`src/rtl/processors_top.sv`:
```
// Alpha-composition streaming engine: blends a latched RGB foreground
// over a generated grayscale pattern, 4 pixels per 128-bit word.
module processors_top #(
    parameter int IMG_W  = 200,
    parameter int IMG_H  = 200,
    parameter int STRIPE = 8
) (
    input  logic         clk,
    input  logic         rst,
    input  logic         swInicio,
    input  logic         swInR0,
    input  logic         swInR25,
    input  logic         swInR75,
    input  logic         swInR100,
    input  logic         swInG0,
    input  logic         swInG25,
    input  logic         swInG75,
    input  logic         swInG100,
    input  logic         swInB0,
    input  logic         swInB25,
    input  logic         swInB75,
    input  logic         swInB100,
    input  logic         swTD0,
    input  logic         swTD25,
    input  logic         swTD75,
    input  logic         swTD100,
    input  logic         swH,
    input  logic         swV,
    input  logic         swD,
    input  logic         swP,
    output logic [127:0] GPIO,
    output logic         GPIOEnR,
    output logic         GPIOEnG,
    output logic         GPIOEnB,
    output logic         GPIOEn
);
    localparam int CW = 16;
    localparam int SB = $clog2(STRIPE);
    localparam logic [CW-1:0] XLAST = CW'(IMG_W - 4);
    localparam logic [CW-1:0] YLAST = CW'(IMG_H - 1);

    typedef enum logic [2:0] {
        S_IDLE, S_SOF, S_R, S_G, S_B, S_DONE
    } state_t;

    typedef enum logic [2:0] {
        P_NONE, P_H, P_V, P_D, P_P
    } pat_t;

    state_t        state_q;
    pat_t          pat_q;
    logic [7:0]    fg_r_q;
    logic [7:0]    fg_g_q;
    logic [7:0]    fg_b_q;
    logic [2:0]    a_q;
    logic [CW-1:0] x_q;
    logic [CW-1:0] y_q;
    logic [127:0]  gpio_q;
    logic          en_q;
    logic          en_r_q;
    logic          en_g_q;
    logic          en_b_q;

    logic [CW-1:0] nx_d;
    logic [CW-1:0] ny_d;
    logic [CW-1:0] cx_d;
    logic [CW-1:0] cy_d;
    logic [7:0]    fg_d;
    logic [127:0]  word_d;
    logic          last_blk_d;

    function automatic logic [7:0] level(
        input logic s0,
        input logic s25,
        input logic s75,
        input logic s100
    );
        logic [7:0] v;
        priority case (1'b1)
            s100:    v = 8'd255;
            s75:     v = 8'd191;
            s25:     v = 8'd64;
            s0:      v = 8'd0;
            default: v = 8'd0;
        endcase
        return v;
    endfunction

    function automatic logic [2:0] weight(
        input logic t0,
        input logic t25,
        input logic t75,
        input logic t100
    );
        logic [2:0] v;
        priority case (1'b1)
            t100:    v = 3'd0;
            t75:     v = 3'd1;
            t25:     v = 3'd3;
            t0:      v = 3'd4;
            default: v = 3'd4;
        endcase
        return v;
    endfunction

    function automatic logic sbit(input logic [CW-1:0] v);
        return |((v >> SB) & CW'(1));
    endfunction

    function automatic logic [7:0] blend(
        input logic [CW-1:0] lx,
        input logic [CW-1:0] ly,
        input logic [7:0]    fg,
        input logic [2:0]    a,
        input pat_t          pat
    );
        logic [7:0] bg;
        logic [9:0] acc;
        bg = 8'd0;
        case (pat)
            P_H:     bg = sbit(ly) ? 8'd0 : 8'd255;
            P_V:     bg = sbit(lx) ? 8'd0 : 8'd255;
            P_D:     bg = sbit(lx + ly) ? 8'd0 : 8'd255;
            P_P:     bg = (sbit(lx) ^ sbit(ly)) ? 8'd0 : 8'd255;
            default: bg = 8'd0;
        endcase
        acc = 10'(a) * 10'(fg) + 10'(3'd4 - a) * 10'(bg);
        return 8'(acc >> 2);
    endfunction

    // Raster advance: next block's coordinates and last-block detect.
    always_comb begin
        last_blk_d = (x_q == XLAST) && (y_q == YLAST);
        nx_d = x_q + CW'(4);
        ny_d = y_q;
        if (x_q == XLAST) begin
            nx_d = '0;
            ny_d = (y_q == YLAST) ? '0 : y_q + CW'(1);
        end
    end

    // Pick the block and channel the upcoming cycle will emit.
    always_comb begin
        cx_d = x_q;
        cy_d = y_q;
        fg_d = fg_r_q;
        case (state_q)
            S_R: fg_d = fg_g_q;
            S_G: fg_d = fg_b_q;
            S_B: begin
                cx_d = nx_d;
                cy_d = ny_d;
            end
            default: fg_d = fg_r_q;
        endcase
    end

    // Four blend lanes shared by the R, G and B cycles.
    always_comb begin
        word_d = '0;
        for (int k = 0; k < 4; k++) begin
            word_d[32*k +: 32] = {24'd0,
                blend(cx_d + CW'(k), cy_d, fg_d, a_q, pat_q)};
        end
    end

    // Frame sequencer with registered word and strobes.
    always_ff @(posedge clk) begin
        if (rst) begin
            state_q <= S_IDLE;
            pat_q   <= P_NONE;
            fg_r_q  <= '0;
            fg_g_q  <= '0;
            fg_b_q  <= '0;
            a_q     <= 3'd4;
            x_q     <= '0;
            y_q     <= '0;
            gpio_q  <= '0;
            en_q    <= 1'b0;
            en_r_q  <= 1'b0;
            en_g_q  <= 1'b0;
            en_b_q  <= 1'b0;
        end else begin
            gpio_q <= '0;
            en_q   <= 1'b0;
            en_r_q <= 1'b0;
            en_g_q <= 1'b0;
            en_b_q <= 1'b0;
            case (state_q)
                S_IDLE: begin
                    if (swInicio) begin
                        fg_r_q <= level(swInR0, swInR25,
                                        swInR75, swInR100);
                        fg_g_q <= level(swInG0, swInG25,
                                        swInG75, swInG100);
                        fg_b_q <= level(swInB0, swInB25,
                                        swInB75, swInB100);
                        a_q <= weight(swTD0, swTD25,
                                      swTD75, swTD100);
                        priority case (1'b1)
                            swH:     pat_q <= P_H;
                            swV:     pat_q <= P_V;
                            swD:     pat_q <= P_D;
                            swP:     pat_q <= P_P;
                            default: pat_q <= P_NONE;
                        endcase
                        x_q     <= '0;
                        y_q     <= '0;
                        en_q    <= 1'b1;
                        state_q <= S_SOF;
                    end
                end
                S_SOF: begin
                    gpio_q  <= word_d;
                    en_r_q  <= 1'b1;
                    state_q <= S_R;
                end
                S_R: begin
                    gpio_q  <= word_d;
                    en_g_q  <= 1'b1;
                    state_q <= S_G;
                end
                S_G: begin
                    gpio_q  <= word_d;
                    en_b_q  <= 1'b1;
                    state_q <= S_B;
                end
                S_B: begin
                    if (last_blk_d) begin
                        state_q <= S_DONE;
                    end else begin
                        x_q     <= nx_d;
                        y_q     <= ny_d;
                        gpio_q  <= word_d;
                        en_r_q  <= 1'b1;
                        state_q <= S_R;
                    end
                end
                S_DONE: begin
                    if (!swInicio) state_q <= S_IDLE;
                end
                default: state_q <= S_IDLE;
            endcase
        end
    end

    assign GPIO    = gpio_q;
    assign GPIOEn  = en_q;
    assign GPIOEnR = en_r_q;
    assign GPIOEnG = en_g_q;
    assign GPIOEnB = en_b_q;

endmodule

```
`config.mk`:
```
export PLATFORM = sky130hd
export DESIGN_NAME = processors_top
export DESIGN_NICKNAME = d
export VERILOG_FILES = /design/src/rtl/processors_top.sv
export SDC_FILE = /design/constraint.sdc
export NUM_CORES = 1
export LEC_CHECK = 0
export BUFFER_PORTS_ARGS = -buffer_cell sky130_fd_sc_hd__buf_2
export CAP_MARGIN = 5
export CORE_ASPECT_RATIO = 0.9
export CORE_MARGIN = 2
export CORE_UTILIZATION = 50
export DETAILED_ROUTE_END_ITERATION = 8
export HOLD_SLACK_MARGIN = 0.03
export PLACE_DENSITY_LB_ADDON = 0.2
export SLEW_MARGIN = 10
export SYNTH_ARGS = -nofsm -noshare
export SYNTH_HDL_FRONTEND = slang
export SYNTH_SLANG_ARGS = --single-unit
```
`constraint.sdc`:
```
create_clock -name clk -period 9.1 [get_ports clk]
set_clock_uncertainty 0.05 [all_clocks]
set_input_delay 0 -clock clk [delete_from_list [all_inputs] [get_ports clk]]
set_output_delay 0 -clock clk [all_outputs]
set_load 0.03 [all_outputs]
```
==> results of run 1 <==
[stage by stage]
step / setup WS [ps] / total power, mW
CTS: 1300 / 1.37
finish: 1330 / 1.35
global route: 750 / 1.46
floorplan: 2020 / 0.905
global placement: 1430 / 0.978
detailed placement: 1350 / 0.985
[cell usage after synthesis, types with 2 or more instances]
master	count
nor4_1	3
buf_2	3
a31o_2	2
clkbuf_1	15
nand2_1	45
nor4_4	2
a21o_1	27
nand3_1	12
buf_6	2
fa_1	83
or3_1	8
o21a_1	3
a21oi_1	42
nor3_1	25
dfxtp_1	83
xor2_1	22
inv_1	179
a211oi_1	7
and3_1	6
and2_1	17
o211ai_1	2
and4_1	4
and2_2	2
xnor2_1	50
o21bai_1	2
o31ai_1	2
o21ai_0	21
a22oi_1	2
a41o_1	2
mux2i_1	3
nand2b_1	5
nor2b_1	11
a211o_1	2
o32ai_1	2
buf_1	2
ha_1	92
buf_4	97
nor2_1	70
or2_2	3
nand4_1	11
nor3b_1	5
[layer usage]
layer  vias to the layer above  wire length, um  part of all wire
met5                         -                0                 0
met4                         0              301             0.018
met3                        23              707             0.042
met2                       143             7340              0.44
met1                      2893             8400              0.50
li1                       3161                -                 -
[registers in the layout (all words and copies together) (netlist names), 2 cells and up]
name     cells
GPIO        32
a_q          3
fg_b_q       2
fg_g_q       2
fg_r_q       2
pat_q        3
state_q      3
x_q         16
y_q         16
[worst max-delay path: cells and delay by family (launching register included)]
family | cells | cell delay [ps]
AO/OA/AOI/OAI | 8 | 1850
adder cells (fa/ha/maj) | 9 | 3000
flip-flops | 1 | 460
XOR/XNOR | 2 | 260
buffers and inverters | 4 | 380
AND/OR/NAND/NOR | 7 | 1680
[cell families after synthesis]
kind of cell | after synthesis
multiplexers | 4
buffers and inverters | 298
other | 1
flip-flops | 83
AND/OR/NAND/NOR | 241
AO/OA/AOI/OAI | 131
XOR/XNOR | 73
adder cells (fa/ha/maj) | 175
[area by class of cell]
type                       count  area share
clock buffer                  10      0.0253
clock inverter                 6     0.00491
inverter                     179      0.0712
multi-input combinational    720       0.638
sequential                    83       0.176
tap                          240      0.0318
timing repair buffer          77      0.0525
[layout by cell type (no fill, tap or decap), types with 25 or more instances in the layout]
| cell type | netlist | final |
|---|---|---|
| a21o_1 | 27 | 27 |
| a21oi_1 | 42 | 42 |
| buf_2 | 3 | 54 |
| conb_1 | 1 | 96 |
| dfxtp_1 | 83 | 83 |
| fa_1 | 83 | 83 |
| ha_1 | 92 | 92 |
| inv_1 | 179 | 179 |
| nand2_1 | 45 | 45 |
| nor2_1 | 70 | 70 |
| nor3_1 | 25 | 25 |
| xnor2_1 | 50 | 50 |
[final timing paths]
check             cells after the start  slack, ps  startpoint       end
setup reg to reg                     30       1330      x_q[2]  GPIO[71]
hold reg to reg                       2        440      a_q[1]    a_q[1]
hold / removal                        3         50      swTD75    a_q[2]
setup / recovery                     30       1330      x_q[2]  GPIO[71]
[report_power, final]
group	switching [mW]	internal, mW
combinational	0.374	0.212
clock	0.169	0.195
sequential	0.0115	0.387
total	0.554	0.793
[repair_timing]
action                    CTS  global route
buffers inserted            0             0
hold endpoints to repair   13             0
hold buffers               21             0
==> results.md, run 1 <==
- Run status: finished, final reports clean
- Maximum clock path buffer count: 2
- Clock-pin slew on the worst setup and hold paths: approximately 70 ps
- Resize count post-CTS: 0
- Synthesized area per cell: roughly 9 um^2
- CTS tree: yes
- Num rows: 46
- Number of diodes: 0
- Multi-input logic area: 6020 um^2
- Worst path required time: a little over 9000 ps
- Top Ports: 155
- XOR/XNOR share of the synthesized area: 0.0741
- Smallest hold slack: roughly 50 ps
- Placed instance area: 8940 um^2
- GRT Util Overall: 0.193
- Seq/Total Area, Yosys: 0.188
- Die Wd: roughly 140 um
- Antenna violations before repair: 0
- Worst slew margin: 0.387
- FILL cells: between 1.5k and 2k
- Hold crit path type: in2reg
- Main combinational cell family by area after synthesis: adder cells
- GR Util met2: 0.300
- DIE AREA: roughly 19,000 um^2
- Critical path peak fanout: 12
- Critical path's largest stage delay: approximately 520 ps
- # clock sinks: 83
- Via count: a little over 6k
- Fmax: 129 MHz
- Leakage power: approximately 4.8 nW
- Final Util: 0.541
- First-pass iteration count of the detailed router: 5
- Dpl hpwl: between 10,000 and 15,000 um
- Post-Syn Area: 8820 um^2
- Post-synth EDFFs: 0
- Startpoint types: flop
- Synth area leaders: dfxtp_1 (19%), fa_1 (19%), ha_1 (13%), buf_4 (8.3%), inv_1 (7.6%)
- Routed Antenna Nets: 0
- Port-buffer cells: between 50 and 60
- GRT Residual Overflow: 0
- Synth cell types: just over 70
- Fin cells: 1,315
- Setup tns final: 0 ps
- Critical path type: reg2reg
- Total Wirelength: ~17,000 um
- First-pass GRT wire length: ~28,000 um
- Clock Latency Late Sink: 350 ps
- Slowest CP cell: fa_1
- Post-Synth Simple-Gate Area: 0.143
- Worst Path Arrival: 8000 ps
- Pwr dens: ~140 nW/um^2
- Ys Warns: 0
- Layout Nets: 1,268
- Async set or reset register ratio after synthesis: 0
- Final Hold Violating Endpoints: 0
- Max Slew Vio Count: 0
- Met1 global-route usage: 0.280
- Inserted Clock Buffers: 9
- Vias in the first global route: ~6k
- Met3 usage in global routing: 0.0297
- Period utilization: 0.854
- Yosys reg bits: between 80 and 90
- Die H: 130 um
- Number of instances in the placed design: ~1.3k
- Post-synthesis cell count: between 1k and 1.5k
- Tmin final: a little under 8000 ps
- CTS H-tree depth: 3
- Max Cap Viol: 0
- Complex-gate fraction of the synthesized area: 0.0998
- Via density: approximately 4.7
- Worst setup EP type: flop
- P&R area growth vs syn: 6.97%
- Starting density of the core: 0.506
- Share of cells above drive strength 1: 0.0856
- Yosys top cell area share: 0.188
- Largest net degree at the start of global routing: 30
- Largest area contributor in the netlist: dfxtp_1
- Final instance area: 9430 um^2
- Core Area: between 15,000 and 20,000 um^2
- RSZ-0062 raised after global routing: no
- Post-synth top flop: dfxtp_1
- Busiest grt layer: met2
- Clock root buffer: clkbuf_16
- Peak supply drop: approximately 0.1 mV
- Post-Synth Adder-Cell Area: 0.319
- DRT iter0 DRCs: around 310
- Mux share of post-synthesis cell area: 0.00468
- Setup violators final: 0
- Worst-margin pin slew: around 920 ps
- DRC: 0
- Most common cell on crit path: ha_1
- WL per Instance: 12.7 um
- Final Wtd Congestion: about 0.85
- FF/Latch Area: between 1500 and 2000 um^2
Note: power is estimated with default switching activity, not from simulation.
==> inputs of run 2 (changes only) <==
--- a/config.mk
+++ b/config.mk
@@ -11,7 +11,7 @@
 export CORE_MARGIN = 2
 export CORE_UTILIZATION = 50
 export DETAILED_ROUTE_END_ITERATION = 8
-export HOLD_SLACK_MARGIN = 0.03
+export HOLD_SLACK_MARGIN = 0.12
 export PLACE_DENSITY_LB_ADDON = 0.2
 export SLEW_MARGIN = 10
 export SYNTH_ARGS = -nofsm -noshare
==> constraint.sdc (replaced) <==
create_clock -name clk -period 7.4 [get_ports clk]
set_clock_uncertainty 0.05 [all_clocks]
set_input_delay 0 -clock clk [delete_from_list [all_inputs] [get_ports clk]]
set_output_delay 0 -clock clk [all_outputs]
set_load 0.03 [all_outputs]
==> run 2 against run 1 <==
Worst hold slack improved by 400 ps. Clock power increased by 27%. Critical path depth unchanged. Global-route usage increased by 0.68 points. Total power increased by 27%. Register-to-register slack got worse by 970 ps. Fmax increased by 10%. Non-clock buffer count increased by 35. Setup slack got worse by 970 ps. Flip-flop and latch count unchanged.
==> results.md, run 2 (synthesis gave the netlist of run 1 again) <==
- Antenna violations before repair: 0 (unchanged)
- Maximum clock path buffer count: 2 (unchanged)
- Max Cap Viol: 0 (unchanged)
- CTS H-tree depth: 3 (unchanged)
- Setup tns final: 0 ps (unchanged)
- First-pass GRT wire length: 29,400 um (was 28,400 um)
- Critical path's largest stage delay: 530 ps (was 520 ps)
- P&R area growth vs syn: 11.6% (was 6.97%)
- Max Slew Vio Count: 0 (unchanged)
- FF-to-FF Start: x_q[3] (was x_q[2])
- Final Hold Violating Endpoints: 0 (unchanged)
- DIE AREA: 18,700 um^2 (unchanged)
- Peak supply drop: 0.115 mV (was 0.0973 mV)
- Tmin final: 7050 ps (was 7770 ps)
- R2R depth: 30 (unchanged)
- DRC: 0 (unchanged)
- Inserted Clock Buffers: 9 (unchanged)
- Layout Nets: 1,303 (was 1,268)
- WP buf/inv: 4 (unchanged)
- Routed Antenna Nets: 0 (unchanged)
- Vias in the first global route: 6,119 (was 5,870)
- Commonest non-fill, non-tap cells in the layout: inv_1 (172), conb_1 (96), ha_1 (92) (was inv_1 (179), conb_1 (96), ha_1 (92))
- Fmax: 142 MHz (was 129 MHz)
- Critical path peak fanout: 8 (was 12)
- Met3 usage in global routing: 0.0363 (was 0.0297)
- Leakage power: 5.04 nW (was 4.82 nW)
- Worst-margin pin slew: 936 ps (was 919 ps)
- Core Area: 17,400 um^2 (unchanged)
- Share of cells above drive strength 1: 0.135 (was 0.0856)
- Dpl hpwl: 13,700 um (was 13,100 um)
- GRT Util Overall: 0.199 (was 0.193)
- Most common cell on crit path: ha_1 (unchanged)
- # clock sinks: 83 (unchanged)
- Commonest non-fill, non-tap cell in the layout: inv_1 (unchanged)
- Clock root buffer: clkbuf_16 (unchanged)
- Met1 global-route usage: 0.293 (was 0.280)
- GR Util met2: 0.308 (was 0.300)
- CTS tree: yes (unchanged)
- Top Ports: 155 (unchanged)
- Worst R2R End: GPIO[71] (unchanged)
- Worst slew margin: 0.376 (was 0.387)
- Worst setup EP type: flop (unchanged)
- Die Wd: 144 um (unchanged)
- Starting density of the core: 0.506 (unchanged)
- Final Wtd Congestion: 0.850 (was 0.847)
- Port-buffer cells: 54 (unchanged)
- Die H: 130 um (unchanged)
- Clock-pin slew on the worst setup and hold paths: 70 ps (about the same)
- Pwr dens: 174 nW/um^2 (was 143 nW/um^2)
- Period utilization: 0.952 (was 0.854)
- Worst path required time: 7640 ps (was 9330 ps)
- WL per Instance: 13.0 um (was 12.7 um)
- Clock Latency Late Sink: 360 ps (was 350 ps)
- Slowest CP cell: fa_1 (unchanged)
- Hold Path End: fg_g_q[5] (was a_q[2])
- Number of diodes: 0 (unchanged)
- Max FFs per register: 32 (unchanged)
- DRT iter0 DRCs: 269 (was 305)
- Via count: 6,341 (was 6,220)
- Startpoint types: flop (unchanged)
- Reg-to-reg slack, setup: 350 ps (was 1330 ps)
- First-pass iteration count of the detailed router: 4 (was 5)
- Worst Path Arrival: 7280 ps (was 8000 ps)
- Num rows: 46 (unchanged)
- Worst hold stages: 2 (was 3)
- Critical path type: reg2reg (unchanged)
- Final Util: 0.564 (was 0.541)
- Largest net degree at the start of global routing: 30 (unchanged)
- Hold Crit Start: fg_g_q[5] (was swTD75)
- Busiest grt layer: met2 (unchanged)
- Setup violators final: 0 (unchanged)
- Run status: finished, final reports clean (unchanged)
- GRT Residual Overflow: 0 (unchanged)
- Crit-path leading delay family: adder cells (unchanged)
- Hold crit path type: reg2reg (was in2reg)
- Total Wirelength: 17,500 um (was 16,700 um)
- Via density: 4.70 (was 4.73)
run 2: changes by cell type in the layout (fill, tap and decap cells not counted), moves of 3 or more:
| cell | delta |
|---|---|
| inv_1 | -7 |
| a21oi_2 | +6 |
| dlygate4sd3_1 | +9 |
| buf_4 | +26 |
| nand2_1 | -5 |
| nand2_2 | +4 |
| a21oi_1 | -6 |
| inv_4 | +3 |
| and2_1 | -3 |
run 2: layout make-up:
cell class / count / area (um^2)
fill: 1631 / 7600
multi-input combinational: 720 / 6110
sequential: 83 / 1660
timing repair buffer: 112 / 781
inverter: 179 / 687
tap: 240 / 300
clock buffer: 10 / 239
clock inverter: 6 / 55.1
run 2: worst reg2reg max path: cells and delay by family (launching register included):
kind / cells / cell delay [ps]
AO/OA/AOI/OAI: 8 / 1620
XOR/XNOR: 2 / 270
adder cells (fa/ha/maj): 9 / 2870
buffers and inverters: 4 / 280
flip-flops: 1 / 340
AND/OR/NAND/NOR: 7 / 1580
run 2: power breakdown:
| part | leakage [nW] | switching [mW] | internal (mW) | total (mW) |
|---|---|---|---|---|
| logic | 4.22 | 0.475 | 0.285 | 0.760 |
| registers | 0.674 | 0.0123 | 0.475 | 0.488 |
| clock network | 0.146 | 0.216 | 0.244 | 0.460 |
run 2: how the worst max path moves through the flow:
stage	start	endpoint	slack, ps	cells after the start
4_1_cts	x_q[9]	GPIO[7]	6	31
2_1_floorplan	x_q[2]	GPIO[71]	320	31
3_3_place_gp	y_q[0]	GPIO[7]	160	32
6_report	x_q[3]	GPIO[71]	350	30
5_1_grt	x_q[3]	GPIO[39]	-30	32
3_5_place_dp	x_q[9]	GPIO[71]	80	28
run 2: through the flow:
stage          setup slack [ps]  hold slack, ps  total power [mW]  cell area (um^2)  instances
2_1_floorplan               323             102              1.11              9170       1101
3_3_place_gp                157             234              1.22              9110       1301
5_1_grt                   -25.9             482              1.86              9840       1350
3_5_place_dp               76.9             246              1.24              9110       1301
4_1_cts                    5.54             452              1.72              9700       1347
6_report                    354             448              1.71              9840       1350
run 2: routing by layer:
| layer | share of wire | up-vias |
|---|---|---|
| li1 | - | 3217 |
| met1 | 0.50 | 2989 |
| met2 | 0.45 | 121 |
| met3 | 0.037 | 14 |
| met4 | 0.012 | 0 |
| met5 | 0 | - |
run 2: what timing repair did:
| item | 4_1_cts | 5_1_grt |
|---|---|---|
| endpoints found under the setup margin | 1 | 5 |
| resized for setup | 1 | 41 |
| cloned | 0 | 0 |
| buffers inserted | 0 | 3 |
| hold buffers | 30 | 0 |
| pin swaps | 0 | 3 |
| endpoints found under the hold margin | 19 | 0 |
==> inputs of run 3 (changes only) <==
--- a/config.mk
+++ b/config.mk
@@ -5,13 +5,13 @@
 export SDC_FILE = /design/constraint.sdc
 export NUM_CORES = 1
 export LEC_CHECK = 0
+export ABC_AREA = 1
 export BUFFER_PORTS_ARGS = -buffer_cell sky130_fd_sc_hd__buf_2
 export CAP_MARGIN = 5
 export CORE_ASPECT_RATIO = 0.9
 export CORE_MARGIN = 2
 export CORE_UTILIZATION = 50
 export DETAILED_ROUTE_END_ITERATION = 8
-export HOLD_SLACK_MARGIN = 0.12
 export PLACE_DENSITY_LB_ADDON = 0.2
 export SLEW_MARGIN = 10
 export SYNTH_ARGS = -nofsm -noshare
==> run 3 against run 2 <==
Sequential power grew 4.7%. Synthesized cell count up 16%. Via count up 8.8%. Flip-flop and latch count stayed put. Cell count grew 11%. Largest cell class unchanged. Largest power group unchanged.
==> results.md, run 3 <==
- Max Slew Vio Count: 0 (unchanged)
- Pwr dens: 232 nW/um^2 (was 174 nW/um^2)
- Switching power share of the total: 0.475 (was 0.412)
- Core Area: 17,700 um^2 (was 17,400 um^2)
- Clk pwr share: 0.205 (was 0.269)
- Port-buffer cells: 54 (unchanged)
- Peak supply drop: 0.145 mV (was 0.115 mV)
- CTS H-tree depth: 3 (unchanged)
- Via count: 6,902 (was 6,341)
- Final Hold Violating Endpoints: 0 (unchanged)
- Fmax: 147 MHz (was 142 MHz)
- Sequential Power Share: 0.223 (was 0.286)
- Top Ports: 155 (unchanged)
- Fin cells: 1,505 (was 1,350)
- Via density: 4.59 (was 4.70)
- Commonest non-fill, non-tap cells in the layout: inv_1 (263), nand2_1 (147), conb_1 (96) (was inv_1 (172), conb_1 (96), ha_1 (92))
- Leakage power: 5.21 nW (was 5.04 nW)
- Placed instance area: 9310 um^2 (was 9110 um^2)
- Max FFs per register: 32 (unchanged)
- Worst setup EP type: flop (unchanged)
- WP buf/inv: 5 (was 4)
- FF/Latch Area: 1660 um^2 (about the same)
- Seq/Total Area, Yosys: 0.184 (was 0.188)
- Setup bufs post-CTS: 0 (unchanged)
- P&R area growth vs syn: 9.06% (was 11.6%)
- Antenna violations before repair: 0 (unchanged)
- Worst slew margin: 0.533 (was 0.376)
- Most common cell on crit path: nand2_1 (was ha_1)
- DRC: 0 (unchanged)
- Worst path required time: 7600 ps (was 7640 ps)
- Total Wirelength: 17,600 um (was 17,500 um)
- Ys Warns: 0 (unchanged)
- Vias in the first global route: 6,483 (was 6,119)
- Slowest CP cell: fa_1 (unchanged)
- Yosys top cell area share: 0.184 (was 0.188)
- Setup tns final: 0 ps (unchanged)
- Crit-path leading delay family: adder cells (unchanged)
- DRT iter0 DRCs: 326 (was 269)
- Synth cell count leaders: inv_1 (263), nand2_1 (147), buf_4 (96), nor2_1 (96), ha_1 (92) (was inv_1 (179), buf_4 (97), ha_1 (92))
- Dpl hpwl: 14,400 um (was 13,700 um)
- Starting density of the core: 0.512 (was 0.506)
- Synth area leaders: dfxtp_1 (18%), fa_1 (18%), ha_1 (13%), inv_1 (11%), buf_4 (8.0%) (was dfxtp_1 (19%), fa_1 (19%), ha_1 (13%), buf_4 (8.3%), inv_1 (7.6%))
- Die Wd: 146 um (was 144 um)
- Number of instances in the placed design: 1,465 (was 1,301)
- NetSw: 1.09 mW (was 0.703 mW)
- FILL cells: 1,698 (was 1,631)
- Commonest non-fill, non-tap cell in the layout: inv_1 (unchanged)
- Period utilization: 0.918 (was 0.952)
- Largest net degree at the start of global routing: 26 (was 30)
- RSZ-0062 raised after global routing: no
- Clock root buffer: clkbuf_16 (unchanged)
- Most frequent cell after synthesis: inv_1 (unchanged)
- Combinational power share: 0.572 (was 0.445)
- Yosys reg bits: 83 (unchanged)
- Final instance area: 9870 um^2 (was 9840 um^2)
- Share of cells above drive strength 1: 0.114 (was 0.135)
- GRT Residual Overflow: 0 (unchanged)
- Maximum clock path buffer count: 2 (unchanged)
- Max Cap Viol: 0 (unchanged)
- Worst Path Arrival: 6990 ps (was 7280 ps)
- WL per Instance: 11.7 um (was 13.0 um)
- Post-Syn Area: 9050 um^2 (was 8820 um^2)
- Startpoint types: flop (unchanged)
- Post-synth EDFFs: 0 (unchanged)
- Tmin final: 6790 ps (was 7050 ps)
- Inserted Clock Buffers: 9 (unchanged)
- Critical path type: reg2reg (unchanged)
- CTS tree: yes (unchanged)
- Clock Latency Late Sink: 360 ps (about the same)
- Synthesized area per cell: 7.75 um^2 (was 8.76 um^2)
- # clock sinks: 83 (unchanged)
- Multi-input logic area: 5930 um^2 (was 6110 um^2)
- Post-synthesis cell count: 1,168 (was 1,006)
- Run status: finished, final reports clean (unchanged)
- Final Wtd Congestion: 0.834 (was 0.850)
- Internal power: 1.20 mW (was 1.00 mW)
- Die H: 132 um (was 130 um)
- First-pass iteration count of the detailed router: 5 (was 4)
- Num rows: 46 (unchanged)
- Setup violators final: 0 (unchanged)
- DIE AREA: 19,200 um^2 (was 18,700 um^2)
- Critical path peak fanout: 6 (was 8)
- GRT Util Overall: 0.192 (was 0.199)
- Post-synth top flop: dfxtp_1 (unchanged)
- Async set or reset register ratio after synthesis: 0 (unchanged)
- Layout Nets: 1,457 (was 1,303)
- First-pass GRT wire length: 30,300 um (was 29,400 um)
- Largest area contributor in the netlist: dfxtp_1 (unchanged)
- Synth cell types: 51 (was 71)
- Clock-pin slew on the worst setup and hold paths: 70 ps (about the same)
- Hold crit path type: in2reg (was reg2reg)
- Routed Antenna Nets: 0 (unchanged)
- Critical path's largest stage delay: 580 ps (was 530 ps)
- Worst-margin pin slew: 695 ps (was 936 ps)
-- run 3: changes by cell type after synthesis, sizes merged, moves of 26 or more --
cell   delta
nand3    +35
a21o     -26
nor2     +35
xnor2    -31
nand2   +122
inv      +98
-- run 3: worst paths after layout --
kind                  start         to  slack (ps)  depth (start not counted)
hold / removal          swV   pat_q[1]          50                          3
setup reg to reg     y_q[0]   GPIO[71]         610                         33
setup / recovery     y_q[0]   GPIO[71]         610                         33
hold reg to reg   fg_b_q[6]  fg_b_q[6]         420                          2
-- run 3: timing repair --
action,4_1_cts,5_1_grt
hold endpoints to repair,20,0
gates resized for setup,0,6
endpoints found under the setup margin,0,3
hold buffers,23,0
-- run 3: cell type report --
class                           instances  share of cell area
Tap cell                              240              0.0304
Inverter                              280               0.107
Clock buffer                            9              0.0228
Multi-Input combinational cell        794               0.601
Antenna cell                            1            0.000254
Timing Repair Buffer                   91              0.0614
Clock inverter                          7             0.00824
Sequential cell                        83               0.168
-- run 3: power by group through the flow --
stage                     Sequential, mW  Clock, mW  Combinational, mW
after global placement             0.521          0               1.28
after global routing               0.517      0.503               1.52
final                              0.511      0.469               1.31
after detailed placement           0.522          0               1.30
after floorplan                    0.608          0              0.978
after CTS                          0.512      0.484               1.33
-- run 3: cells by family (layout without fill, tap and decap cells) --
logic type / Yosys count / in the layout / synth area share
buffers and inverters: 386 / 387 / 0.202
adder cells (fa/ha/maj): 175 / 175 / 0.311
flip-flops: 83 / 83 / 0.184
other: 1 / 97 / 0.000415
AO/OA/AOI/OAI: 118 / 118 / 0.0747
AND/OR/NAND/NOR: 367 / 367 / 0.189
XOR/XNOR: 38 / 38 / 0.0393
-- run 3: per-stage QoR --
stage,hold slack [ps],power (mW),util,setup slack (ps)
floorplan,29.3,1.59,-,971
detailed placement,185,1.83,0.527,442
finish,49.4,2.29,0.558,610
global placement,173,1.80,0.527,559
CTS,52.8,2.32,0.557,398
global route,76.8,2.54,0.558,78.3
-- run 3: per-layer routing --
metal,up-vias,global-route usage,share of wire
li1,3551,-,-
met1,3163,0.281,0.51
met2,173,0.297,0.44
met3,15,0.0281,0.043
met4,0,0.0539,0.014
met5,-,0,0
-- run 3: worst min-delay path: cells and delay by family --
kind            cells  cell delay (ps)
simple gates        1               70
compound gates      1              250
buf+inv             1               90
